===== src/rtl/eq_pkg.sv =====
// Shared types and default sizing for the equaliser filter controller.
package eq_pkg;

  localparam int W_DEF       = 16;
  localparam int NTAPS_DEF   = 16;
  localparam int FLT_LAT_DEF = 1;

  typedef enum logic [1:0] {
    IDLE  = 2'd0,
    LOAD  = 2'd1,
    RUN   = 2'd2,
    FLUSH = 2'd3
  } state_t;

endpackage


===== src/rtl/eq_valid_pipe.sv =====
// Valid delay line with a registered data capture on its last stage:
// out_valid is in_valid delayed DEPTH cycles, out_data is in_data taken DEPTH-1 cycles after the strobe.
module eq_valid_pipe
  import eq_pkg::*;
#(
  parameter int DEPTH = FLT_LAT_DEF + 1,
  parameter int W     = W_DEF
) (
  input  logic         clk,
  input  logic         rst,
  input  logic         in_valid,
  input  logic [W-1:0] in_data,
  output logic         out_valid,
  output logic [W-1:0] out_data
);

  logic [DEPTH-2:0] tap_sr;
  logic             tap;

  // tap marks the cycle in which in_data carries the result for the strobe
  assign tap = tap_sr[DEPTH-2];

  always_ff @(posedge clk) begin
    if (rst) begin
      tap_sr    <= '0;
      out_valid <= 1'b0;
      out_data  <= '0;
    end else begin
      for (int i = DEPTH - 2; i > 0; i--) begin
        tap_sr[i] <= tap_sr[i-1];
      end
      tap_sr[0] <= in_valid;
      out_valid <= tap;
      if (tap) begin
        out_data <= in_data;
      end
    end
  end

endmodule


===== src/rtl/eq_filter_ctrl.sv =====
// Equaliser filter controller: coefficient load sequencing, sample streaming
// into an external filter and flush of its delay line when streaming stops.
//  state | meaning
//  IDLE  | waiting for cfg_start (has priority) or run_en
//  LOAD  | accepting NTAPS coefficient words, one tap write per transfer
//  RUN   | forwarding accepted samples to the filter
//  FLUSH | NTAPS-1 zero strobes push the last samples through the taps
module eq_filter_ctrl
  import eq_pkg::*;
#(
  parameter int  NTAPS   = NTAPS_DEF,
  parameter int  FLT_LAT = FLT_LAT_DEF,
  parameter int  W       = W_DEF,
  localparam int AW      = $clog2(NTAPS)
) (
  input  logic          clk,
  input  logic          rst,
  input  logic          cfg_start,
  input  logic          cfg_valid,
  input  logic [W-1:0]  cfg_coef,
  output logic          cfg_ready,
  output logic          coef_we,
  output logic [AW-1:0] coef_addr,
  output logic [W-1:0]  coef_wdata,
  input  logic          run_en,
  input  logic          s_valid,
  input  logic [W-1:0]  s_data,
  output logic          s_ready,
  output logic          flt_en,
  output logic [W-1:0]  flt_xn,
  input  logic [W-1:0]  flt_yn,
  output logic          m_valid,
  output logic [W-1:0]  m_data,
  output logic          busy
);

  localparam logic [AW-1:0] TAP_LAST = AW'(NTAPS - 1);
  localparam logic [AW-1:0] FLUSH_TC = AW'(NTAPS - 2);

  state_t        state, state_nxt;
  logic [AW-1:0] tap_cnt, tap_cnt_nxt;
  logic [AW-1:0] flush_cnt, flush_cnt_nxt;
  logic          coef_we_nxt;
  logic [AW-1:0] coef_addr_nxt;
  logic [W-1:0]  coef_wdata_nxt;
  logic          flt_en_nxt;
  logic [W-1:0]  flt_xn_nxt;

  // Ready/busy are gated by rst so they drop in the very cycle reset is seen
  assign cfg_ready = (state == LOAD) && !rst;
  assign s_ready   = (state == RUN) && !rst;
  assign busy      = (state != IDLE) && !rst;

  always_ff @(posedge clk) begin
    if (rst) begin
      state      <= IDLE;
      tap_cnt    <= '0;
      flush_cnt  <= '0;
      coef_we    <= 1'b0;
      coef_addr  <= '0;
      coef_wdata <= '0;
      flt_en     <= 1'b0;
      flt_xn     <= '0;
    end else begin
      state      <= state_nxt;
      tap_cnt    <= tap_cnt_nxt;
      flush_cnt  <= flush_cnt_nxt;
      coef_we    <= coef_we_nxt;
      coef_addr  <= coef_addr_nxt;
      coef_wdata <= coef_wdata_nxt;
      flt_en     <= flt_en_nxt;
      flt_xn     <= flt_xn_nxt;
    end
  end

  always_comb begin
    state_nxt      = state;
    tap_cnt_nxt    = tap_cnt;
    flush_cnt_nxt  = flush_cnt;
    coef_we_nxt    = 1'b0;
    coef_addr_nxt  = coef_addr;
    coef_wdata_nxt = coef_wdata;
    flt_en_nxt     = 1'b0;
    flt_xn_nxt     = flt_xn;
    case (state)
      IDLE: begin
        if (cfg_start) begin
          state_nxt = LOAD;
        end else if (run_en) begin
          state_nxt = RUN;
        end
      end
      LOAD: begin
        if (cfg_valid) begin
          coef_we_nxt    = 1'b1;
          coef_addr_nxt  = tap_cnt;
          coef_wdata_nxt = cfg_coef;
          if (tap_cnt == TAP_LAST) begin
            tap_cnt_nxt = '0;
            state_nxt   = IDLE;
          end else begin
            tap_cnt_nxt = tap_cnt + AW'(1);
          end
        end
      end
      RUN: begin
        if (s_valid) begin
          flt_en_nxt = 1'b1;
          flt_xn_nxt = s_data;
        end
        if (!run_en) begin
          state_nxt     = FLUSH;
          flush_cnt_nxt = FLUSH_TC;
        end
      end
      FLUSH: begin
        flt_en_nxt = 1'b1;
        flt_xn_nxt = '0;
        if (flush_cnt == '0) begin
          state_nxt = IDLE;
        end else begin
          flush_cnt_nxt = flush_cnt - AW'(1);
        end
      end
      default: state_nxt = IDLE;
    endcase
  end

  eq_valid_pipe #(
    .DEPTH (FLT_LAT + 1),
    .W     (W)
  ) u_valid_pipe (
    .clk       (clk),
    .rst       (rst),
    .in_valid  (flt_en),
    .in_data   (flt_yn),
    .out_valid (m_valid),
    .out_data  (m_data)
  );

endmodule


===== config.mk =====
export PLATFORM = sky130hd
export DESIGN_NAME = eq_filter_ctrl
export DESIGN_NICKNAME = d
export VERILOG_FILES = /design/src/rtl/eq_pkg.sv /design/src/rtl/eq_valid_pipe.sv /design/src/rtl/eq_filter_ctrl.sv
export SDC_FILE = /design/constraint.sdc
export NUM_CORES = 1
export LEC_CHECK = 0
export CAP_MARGIN = 20
export CORE_MARGIN = 5
export CORE_UTILIZATION = 37
export DETAILED_ROUTE_END_ITERATION = 6
export PLACE_DENSITY = 0.75
export SKIP_LAST_GASP = 1
export SYNTH_ARGS = -nofsm -noshare
export SYNTH_HDL_FRONTEND = slang
export SYNTH_SLANG_ARGS = --single-unit

===== constraint.sdc =====
create_clock -name clk -period 1.3 [get_ports clk]
set_input_delay 0.13 -clock clk [delete_from_list [all_inputs] [get_ports clk]]
set_output_delay 0.13 -clock clk [all_outputs]
set_load 0.005 [all_outputs]

[Word level (Yosys, flattened, before mapping)]
Index checks and enable logic that the tools add are counted.
Storage, ports and cells
  flip-flop bits (word level): 66
  latch bits: 0
  bits in writable memories: 0
  bits in read-only memories: 0
  input port bits: 54
  logic and storage cells: 54
  memories kept: 0
Operators by class
  add/subtract/negate cells: 2
  $mul: 0
  divide/modulo/power cells: 0
  order comparisons: 0
  eq/ne operators: 11
  shift operators: 0
  mux-type cells: 16
  bitwise gates (word level): 1
  reductions and logical operators: 13
Operators by type and width (count)
  case mux 16 bit (2 select lines): 1
  two-way mux 16 bit: 1
  two-way mux 2 bit: 6
  two-way mux 4 bit: 3
  != test 2 bit, second input constant: 5
  case mux 2 bit (4 select lines): 1
  case mux 4 bit (2 select lines): 1
  AND reduction 5 bit: 1
  adder 4 x 1 -> 4 bit, second input constant: 1
  == test 2 bit, second input constant: 2
  == test 4 bit, second input constant: 1
  logical NOT 4 bit: 1
  AND reduction 2 bit: 2
  nonzero test 2 bit: 2
  subtractor 4 x 1 -> 4 bit, second input constant: 1
  logical AND 1 bit: 3
  != test 3 bit, second input constant: 1
  AND reduction 3 bit: 1
  == test 2 x 1 -> 1 bit, second input constant: 1
  logical NOT 2 bit: 1
  two-way mux 1 bit: 2
  != test 2 x 1 -> 1 bit, second input constant: 1
  case mux 1 bit (2 select lines): 1
  OR reduction 2 bit: 1
  2 further kinds: 2

[Logic depth before layout (Yosys ltp)]
Gate-level depths: netlist (run 1).
  depth in word-level cells: 4
  mapped depth: 5

[Hierarchy]
From an unflattened synthesis (run 1), not the netlist that was laid out.
Second synthesis, totals
  cells, all modules: 290
  area, all modules: 2541.2 um2
Modules (own cells, without submodules)
  eq_filter_ctrl: times used 1, cells each 234, area an instance 1906.8 um2
  eq_valid_pipe: times used 1, cells each 56, area an instance 634.4 um2

[Least setup slack after synthesis (run 1)]
Ideal clock, no wire load.
  kind: reg-to-reg
  start point: register flush_cnt[0]
  end point: register flush_cnt[3]
  data arrival time: 1.187 ns
  slack: 0.039 ns
  cell stages (with the launch flop): 5
  cells stage by stage: dfxtp_1 -> inv_1 -> ha_1 -> or4_1 -> a31oi_1
Between the ends
  word-level cells in the longest chain between the ends: 3
  elaborated cells on any way between the ends: 6
  those cells by class: 1 x add/sub; 1 x eq/ne; 2 x mux; 2 x reduce/logical
RTL lines
  start: declaration: line eq_filter_ctrl.sv:42  | logic [AW-1:0] flush_cnt, flush_cnt_nxt;
  start signal: assignment: line eq_filter_ctrl.sv:67  | flush_cnt <= flush_cnt_nxt;
  subtractor 4 x 1 -> 4 bit / logical NOT 4 bit (equally long branches): line eq_filter_ctrl.sv:122, eq_filter_ctrl.sv:119
  two-way mux 4 bit / != test 2 bit (equally long branches)
  case mux 4 bit (2 select lines) / AND reduction 3 bit (equally long branches)
Parallel ways exist; a longest one is shown, timed or not. The select of a mux whose other input is x is not followed.
A chain may end at the register's enable or synchronous reset.

[Final worst setup path (run 1)]
  start point: register state[1]
  end point: register flush_cnt[3]
Between the ends
  word-level cells in the longest chain between the ends: 3
  elaborated cells on any way between the ends: 7
  those cells by class: 4 x eq/ne; 1 x mux; 2 x reduce/logical
RTL lines
  start: declaration: line eq_filter_ctrl.sv:40  | state_t state, state_nxt;
  start signal: assignment: line eq_filter_ctrl.sv:65  | state <= state_nxt;
  == test 2 bit: line eq_filter_ctrl.sv:85  | case (state)
  != test 2 bit (no line) / nonzero test 2 bit (equally long branches)
  AND reduction 3 bit (no line)
Parallel ways exist; a longest one is shown, timed or not.

==> results of run 1 <==
[flip-flops by register name (all words and copies together), names as in the netlist]
register	count
flush_cnt	4
state	2
coef_addr	4
u_valid_pipe.out_data	16
coef_wdata	16
u_valid_pipe.out_valid	1
coef_we	1
flt_en	1
tap_cnt	4
flt_xn	16
u_valid_pipe.tap	1
[repair_timing]
item,4_1_cts,5_1_grt
setup endpoints to repair,60,24
pin swaps,2,5
setup buffers,0,2
resized for setup,71,11
[placed cells by master (no fill, tap or decap), drive strengths merged, types with 3 or more instances in the layout]
cell	n
dfxtp	66
a21oi	26
a22oi	16
o21ai	4
clkbuf	10
bufinv	3
inv	7
dlygate4sd2	53
a31oi	5
nor3	4
nor2	33
mux2i	16
clkdlybuf4s50	52
clkinvlp	3
nor2b	3
buf	28
nand2	47
or3	3
[worst paths after layout]
| kind | to | slack [ps] |
|---|---|---|
| setup / recovery | flush_cnt[3] | 40 |
| hold / removal | flt_xn[10] | 110 |
| setup reg to reg | flush_cnt[3] | 40 |
| hold reg to reg | coef_wdata[11] | 450 |
[cells by family after synthesis]
family / after synthesis / share of synthesized area [%]
and+or+nand+nor: 104 / 19.5
DFF: 66 / 53.5
AOI/OAI and AO/OA: 56 / 14.3
buffers and inverters: 26 / 5.16
muxes: 16 / 6.48
adders and majority gates: 2 / 1.01
[metrics by stage]
step	cells	cell area [µm²]	hold slack [ps]	setup slack, ps	TNS [ps]
after global placement	463	3780	442	-51.9	-733
after floorplan	270	2470	266	39.1	0
after global routing	480	4000	109	-44.0	-76.4
after detailed placement	463	3780	447	-117	-1820
final	480	4000	113	42.0	0
after CTS	478	3950	109	2.36	0
[power groups by stage]
stage	Clock [mW]	Sequential, mW	Combinational [mW]
after floorplan	0	2.16	0.212
after global placement	0	2.16	0.563
after detailed placement	0	2.16	0.576
after CTS	2.10	2.11	0.545
after global routing	2.22	2.12	0.610
final	2.07	2.11	0.556
[per-layer routing]
metal | up-vias | routed length, µm
met4 | 0 | 162
met2 | 71 | 3250
met1 | 1049 | 3080
met3 | 13 | 370
li1 | 1178 | -
met5 | - | 0
[final cells by class]
cell class                 instances  area share (%)
tap                               77            2.41
timing repair buffer             136            31.3
multi-input combinational        178            26.3
clock buffer                       9            3.10
sequential                        66            33.3
inverter                           7           0.657
clock inverter                     7            2.94
==> summary by stage, run 1 <==
Timing
The count of final max-slew check failures is 0. Setup violations remaining at the end of the flow were counted as 0. The slew at the pin with the worst max-slew slack is 244 ps. The headroom to the max-slew limit is 83.7%. The maximum operating frequency is 795 MHz. The post-route fraction of the period consumed by the critical path is 96.8%. The worst path needs 1260 ps of the cycle, external delays included.

Setup repair after global routing could not meet its margin everywhere. The maximum clock skew at final layout is 11.7 ps. The final-report hold violation count was 0.

Power
The design draws 4.74 mW. The power dissipated by switching net loads is 1.06 mW. The static leakage is 1.75 nW.

The cell-internal power is 3.67 mW. Sequential cells burn 44.6% of the power. The power per standard cell area is 1180 nW/µm².

The part of the total power dissipated in the clock network is 43.6%. The part of the total power dissipated in combinational logic is 11.7%. The highest ir drop seen on vdd is 621 µV. Net switching is 22.5% of the power.

Floorplanning
The starting density of the core is 38.5%. The die footprint is 8410 µm². The number of rows created at floorplan is 29.

The I/O pin count is 112. The floorplan step set the die height to 91.7 µm. The placeable core region is 6420 µm².

The die is 91.7 µm wide.

Yosys
The largest total area in the synthesized netlist belongs to sky130_fd_sc_hd__dfxtp_1. The post-synthesis instance area is 2470 µm². In this run, synthesis inferred 0 flip-flops with an integrated enable. The net count after synthesis is 326. The commonest cells after synthesis are sky130_fd_sc_hd__dfxtp_1 (66), sky130_fd_sc_hd__nand2_1 (47), sky130_fd_sc_hd__nor2_1 (33). The synthesized design devotes to its leading area cell type 53.5% of total area.

The post-synthesis cell count is 270. For this run, the register share of the synthesized area comes to 53.5%. The mean instance size in the synthesized netlist is 9.15 µm². The most used flip-flop cell after synthesis is sky130_fd_sc_hd__dfxtp_1.

Ranked by total cell area, the synthesized netlist is headed by sky130_fd_sc_hd__dfxtp_1 (53%), sky130_fd_sc_hd__nand2_1 (7.1%), sky130_fd_sc_hd__mux2i_1 (6.5%). The number of warning messages in the yosys log is 0. The most frequent cell after synthesis is sky130_fd_sc_hd__dfxtp_1.

The number of different library cells used by synthesis comes to 37. The count of state elements after synthesis is 66. The post-synthesis async set-or-reset flop share is 0%.

Clocking
The number of hold buffers added after CTS is 0. The clock insertion delay at the later pin of the skew report is 350 ps. In this run, CTS created clock tree buffers numbering 9. CTS built an H-tree with a depth of 3. After clock tree synthesis, the clock-pin slew on the worst setup and hold paths is 80 ps. The CTS tree is built. The count of clock tree sinks is 66.

The maximum buffer depth of the clock tree is 2. The tree is rooted in a sky130_fd_sc_hd__clkbuf_8.

Hold path
The hold-critical path depth is 2. The launch point of the worst hold path is rst. The min-delay analysis places its worst path in the category in -> reg.

Setup path
The critical path runs through a total of 4 cells. The delay of the slowest critical-path stage is 410 ps. Data on the critical path is required at its endpoint by 1570 ps.

The worst register-to-register path has a depth of 4. The slowest stage of the critical path is the sky130_fd_sc_hd__or4_1 cell. Data arrives at the worst endpoint at 1530 ps. Broken down by cell family, the worst path's largest delay share belongs to simple AND/OR/NAND/NOR gates. Of all nets on the critical path, the largest fanout is 6. The type of the worst setup path is reg -> reg. In this run the worst setup path begins at state[1]. The worst setup path is launched from a flop. Counting both buffers and inverters, the worst setup path holds a total of 1. The worst flop-to-flop path startpoint is state[1].

The signal on the critical path passes through buf_6 -> nand4bb_1 -> or4_1 -> a31oi_1. The element type at the critical path end is a flop.

Routing
After detailed routing, the average wire length per cell comes to 14.3 µm. The number of nets with antenna violations after routing is 0. The final routed DRC violation total is 0. Summing over every cut layer, the via total after detailed routing is 2311. After detailed routing, the total wire length is 6860 µm.

The via count normalized by instance count is 4.81. For this run, the detailed router's first-pass iteration total came to 4. The DRC marker count from the first detailed-route iteration is 65.

Placement
The number of buffer cells added on primary ports is 111. The global placer's final weighted congestion is 0.772. Summed over all nets, the half-perimeter wirelength after detailed placement is 5080 µm.

Global route
Summed over all layers, the global routing overflow is 0. The via count of the first global-routing pass is 2214. For this run, global-route usage on met2 was measured as 25.9%. For met1 alone, demand over resource in global routing was 20.1%. The routing usage on met3 is 4.42%. The number of antenna violations at the first check in global routing is 0.

The highest-utilization routing layer at the global route stage is met2. Entering global routing, the biggest net connects 23 pins. The first global-routing pass estimated 11000 µm of wire. The total routing usage reported by global routing is 16.1%.

Layout
The total area of sequential cells is 1330 µm². Cells with a size suffix above 1 make up 14.9% of the layout. The multi-input combinational cells in the finished layout cover a total of 1050 µm². The post-layout net count is 454.

The number of antenna diodes in the final layout is 0. The area growth from synthesis to layout is 61.9%. The number of fill cells in the layout is 569. The utilization after layout is 62.3%.

Run
Across the run, the number of max-cap violations was 0.

Status
The run finished with clean final reports.
Power figures use the tool's default switching activity.
==> run 2, diff against run 1 <==
--- a/config.mk
+++ b/config.mk
@@ -6,10 +6,12 @@
 export NUM_CORES = 1
 export LEC_CHECK = 0
 export CAP_MARGIN = 20
+export CELL_PAD_IN_SITES_DETAIL_PLACEMENT = 1
+export CELL_PAD_IN_SITES_GLOBAL_PLACEMENT = 1
 export CORE_MARGIN = 5
-export CORE_UTILIZATION = 37
+export CORE_UTILIZATION = 27
 export DETAILED_ROUTE_END_ITERATION = 6
-export PLACE_DENSITY = 0.75
+export PLACE_DENSITY_LB_ADDON = 0.1
 export SKIP_LAST_GASP = 1
 export SYNTH_ARGS = -nofsm -noshare
 export SYNTH_HDL_FRONTEND = slang
==> run 2 against run 1 <==
  * Cell area rose by 1.9%
  * Power rose by 0.46%
  * Clock power hardly changed
  * Flip-flop and latch count unchanged
  * Critical path type unchanged
  * The run now ends with setup timing left
  * Utilization down 17 points
  * Final cell count increased by 6.7%
  * Sequential power about the same
  * First-iteration DRC count decreased by 17%
  * Maximum frequency fell by 3.4%
==> summary by stage, run 2 (synthesis results as in run 1) <==
Timing
The final period demand of the worst path came to 1300 ps (was 1260 ps). The worst hold-check slack is 236 ps (was 113 ps). The final count of negative-setup-slack endpoints was 1 (was 0). Unrepaired setup endpoints after global routing: yes (unchanged). The count of final max-slew check failures came to 0 (unchanged). The total negative slack for setup checks is -2.77 ps (was 0 ps). The slew at the pin with the worst max-slew slack is 272 ps (was 244 ps). The final-report hold violation count came to 0 (unchanged). The headroom to the max-slew limit is 81.9% (was 83.7%). The post-route fraction of the period consumed by the critical path is 100% (was 96.8%). The maximum operating frequency is 768 MHz (was 795 MHz). The maximum clock skew at final layout is 9.60 ps (was 11.7 ps). The worst setup margin is -2.77 ps (was 42.0 ps).

Layout
The number of antenna repair diodes is 0 (unchanged). The signed area change from the synthesized netlist to the final layout is 65.0% (was 61.9%). The utilization after layout came to 45.0% (was 62.3%). The share of layout cells above drive strength 1 is 14.7% (was 14.9%). The leading cell type in the layout, fill and taps excluded is sky130_fd_sc_hd__dfxtp_1 (unchanged). Largest registers in the final layout: coef_wdata (16), flt_xn (16), u_valid_pipe.out_data (16) (unchanged). Most frequent cells in the layout: sky130_fd_sc_hd__dfxtp_1 (61), sky130_fd_sc_hd__dlygate4sd2_1 (55), sky130_fd_sc_hd__clkdlybuf4s50_1 (52) (was sky130_fd_sc_hd__dfxtp_1 (60), sky130_fd_sc_hd__dlygate4sd2_1 (53), sky130_fd_sc_hd__clkdlybuf4s50_1 (52)). The number of non-filler instances in the completed layout came to 512 (was 480).

The post-layout net count is 452 (was 454).

Routing
The number of nets with antenna violations after routing came to 0 (unchanged). The routed length per instance is 14.5 µm (was 14.3 µm). The vias after detailed routing is 2365 (was 2311). The sum of routed wire length over all layers is 7430 µm (was 6860 µm). The via count normalized by instance count was 4.62 (was 4.81). The final routed DRC violation total came to 0 (unchanged). The DRC marker count from the first detailed-route iteration is 54 (was 65). The total iterations of the first detailed-routing run is 4 (unchanged).

Clocking
The total clock buffers created by CTS is 9 (unchanged). The maximum buffer depth of the clock tree is 2 (unchanged). The clock insertion delay at the later pin of the skew report is 340 ps (was 350 ps). The H-tree depth reported by CTS is 3 (unchanged). The clock tree root driver cell is sky130_fd_sc_hd__clkbuf_8 (unchanged).

The count of clock tree sinks is 66 (unchanged). The number of hold buffers added after CTS is 0 (unchanged). The CTS clock-pin slew for the worst setup and hold paths was 70 ps (was 80 ps). The CTS tree is built (unchanged).

Setup path
The type of the worst setup path was reg -> reg (unchanged). The arrival time reported for the critical path endpoint came to 1570 ps (was 1530 ps). The element type at the critical path end is a flop (unchanged).

The data required time at the worst endpoint was 1560 ps (was 1570 ps). The startpoint kind of the worst setup timing path is a flop (unchanged). The worst-case register-to-register setup slack is -3 ps (was 40 ps). The maximum fanout count along the critical path came to 5 (was 6).

Floorplanning
The I/O pin count is 112 (unchanged). The die footprint is 11200 µm² (was 8410 µm²). The starting density of the core is 27.3% (was 38.5%). The placeable core region was 9060 µm² (was 6420 µm²). The die boundary height came to 106 µm (was 91.7 µm).

The number of rows created at floorplan is 35 (was 29). The die boundary width was 106 µm (was 91.7 µm).

Status
Outcome: finished with violations (was completed). The final reports fail on setup timing.

Global route
The total global routing overflow was 0 (unchanged). The total routing usage reported by global routing is 13.1% (was 16.1%). The global-route wire length before repair was 11900 µm (was 11000 µm). The number of antenna violations at the first check in global routing is 0 (unchanged).

The largest net degree at the start of global routing is 60 (was 23). The via count of the first global-routing pass is 2424 (was 2214).

Placement
The number of buffer cells added on primary ports is 111 (unchanged). The global placer's final weighted congestion came to 0.716 (was 0.772). The total half-perimeter wirelength after legalization and detailed placement is 5170 µm (was 5080 µm). The post-place setup slack is -120 ps (was -117 ps). The post-placement cell count is 494 (was 463).

Run
The reported max-cap violation count is 0 (unchanged).

Hold path
The path category of the worst min-delay check is in -> reg (unchanged).

Power
The static leakage is 1.73 nW (was 1.75 nW). The highest ir drop seen on vdd is 721 µV (was 621 µV). The power per standard cell area is 1170 nW/µm² (was 1180 nW/µm²).
==> run 2: worst paths after layout <==
check / start / end / cells past startpoint
setup / recovery: state[1] / flush_cnt[3] / 4
hold / removal: rst / flt_xn[8] / 3
setup reg to reg: state[1] / flush_cnt[3] / 4
hold reg to reg: coef_wdata[7] / coef_wdata[7] / 2
==> run 2: timing repair <==
item                                    CTS  global route
endpoints found under the setup margin   77            30
resized for setup                        67            21
buffers inserted                          1             1
pin swaps                                 2             3
==> run 2: stage by stage <==
step / cell area (µm²) / total power [mW]
after floorplan: 2470 / 2.37
after global placement: 3820 / 2.73
after detailed placement: 3820 / 2.74
after CTS: 4000 / 4.81
after global routing: 4080 / 4.99
final: 4080 / 4.76
==> run 2: area by class of cell <==
class	instances	area, µm²
fillers	1074	4990
inverters	7	26.3
well taps	111	139
multi-input cells	178	1080
clock buffers	11	131
flip-flops and latches	66	1330
clock inverters	5	103
repair buffers	134	1270
==> run 2: where the power goes <==
| part | internal, mW | switching (mW) | leakage, nW |
|---|---|---|---|
| Combinational | 0.344 | 0.242 | 1.08 |
| Clock | 1.27 | 0.782 | 0.114 |
| Sequential | 2.08 | 0.0387 | 0.537 |
| Total | 3.70 | 1.06 | 1.73 |
==> run 2: critical path: stages (launching register included) <==
cell                        delay (ps)
sky130_fd_sc_hd__dfxtp_4           380
sky130_fd_sc_hd__buf_4             130
sky130_fd_sc_hd__nand4bb_1         130
sky130_fd_sc_hd__or4_1             430
sky130_fd_sc_hd__a31oi_1           170
==> run 2: per-layer routing <==
| layer | global-route usage [%] | vias to the layer above | wire length (µm) |
|---|---|---|---|
| met1 | 15.4 | 1131 | 3280 |
| met3 | 5.08 | 4 | 377 |
| met2 | 22.4 | 60 | 3720 |
| li1 | - | 1170 | - |
| met4 | 3.05 | 0 | 55 |
| met5 | 0 | - | 0 |
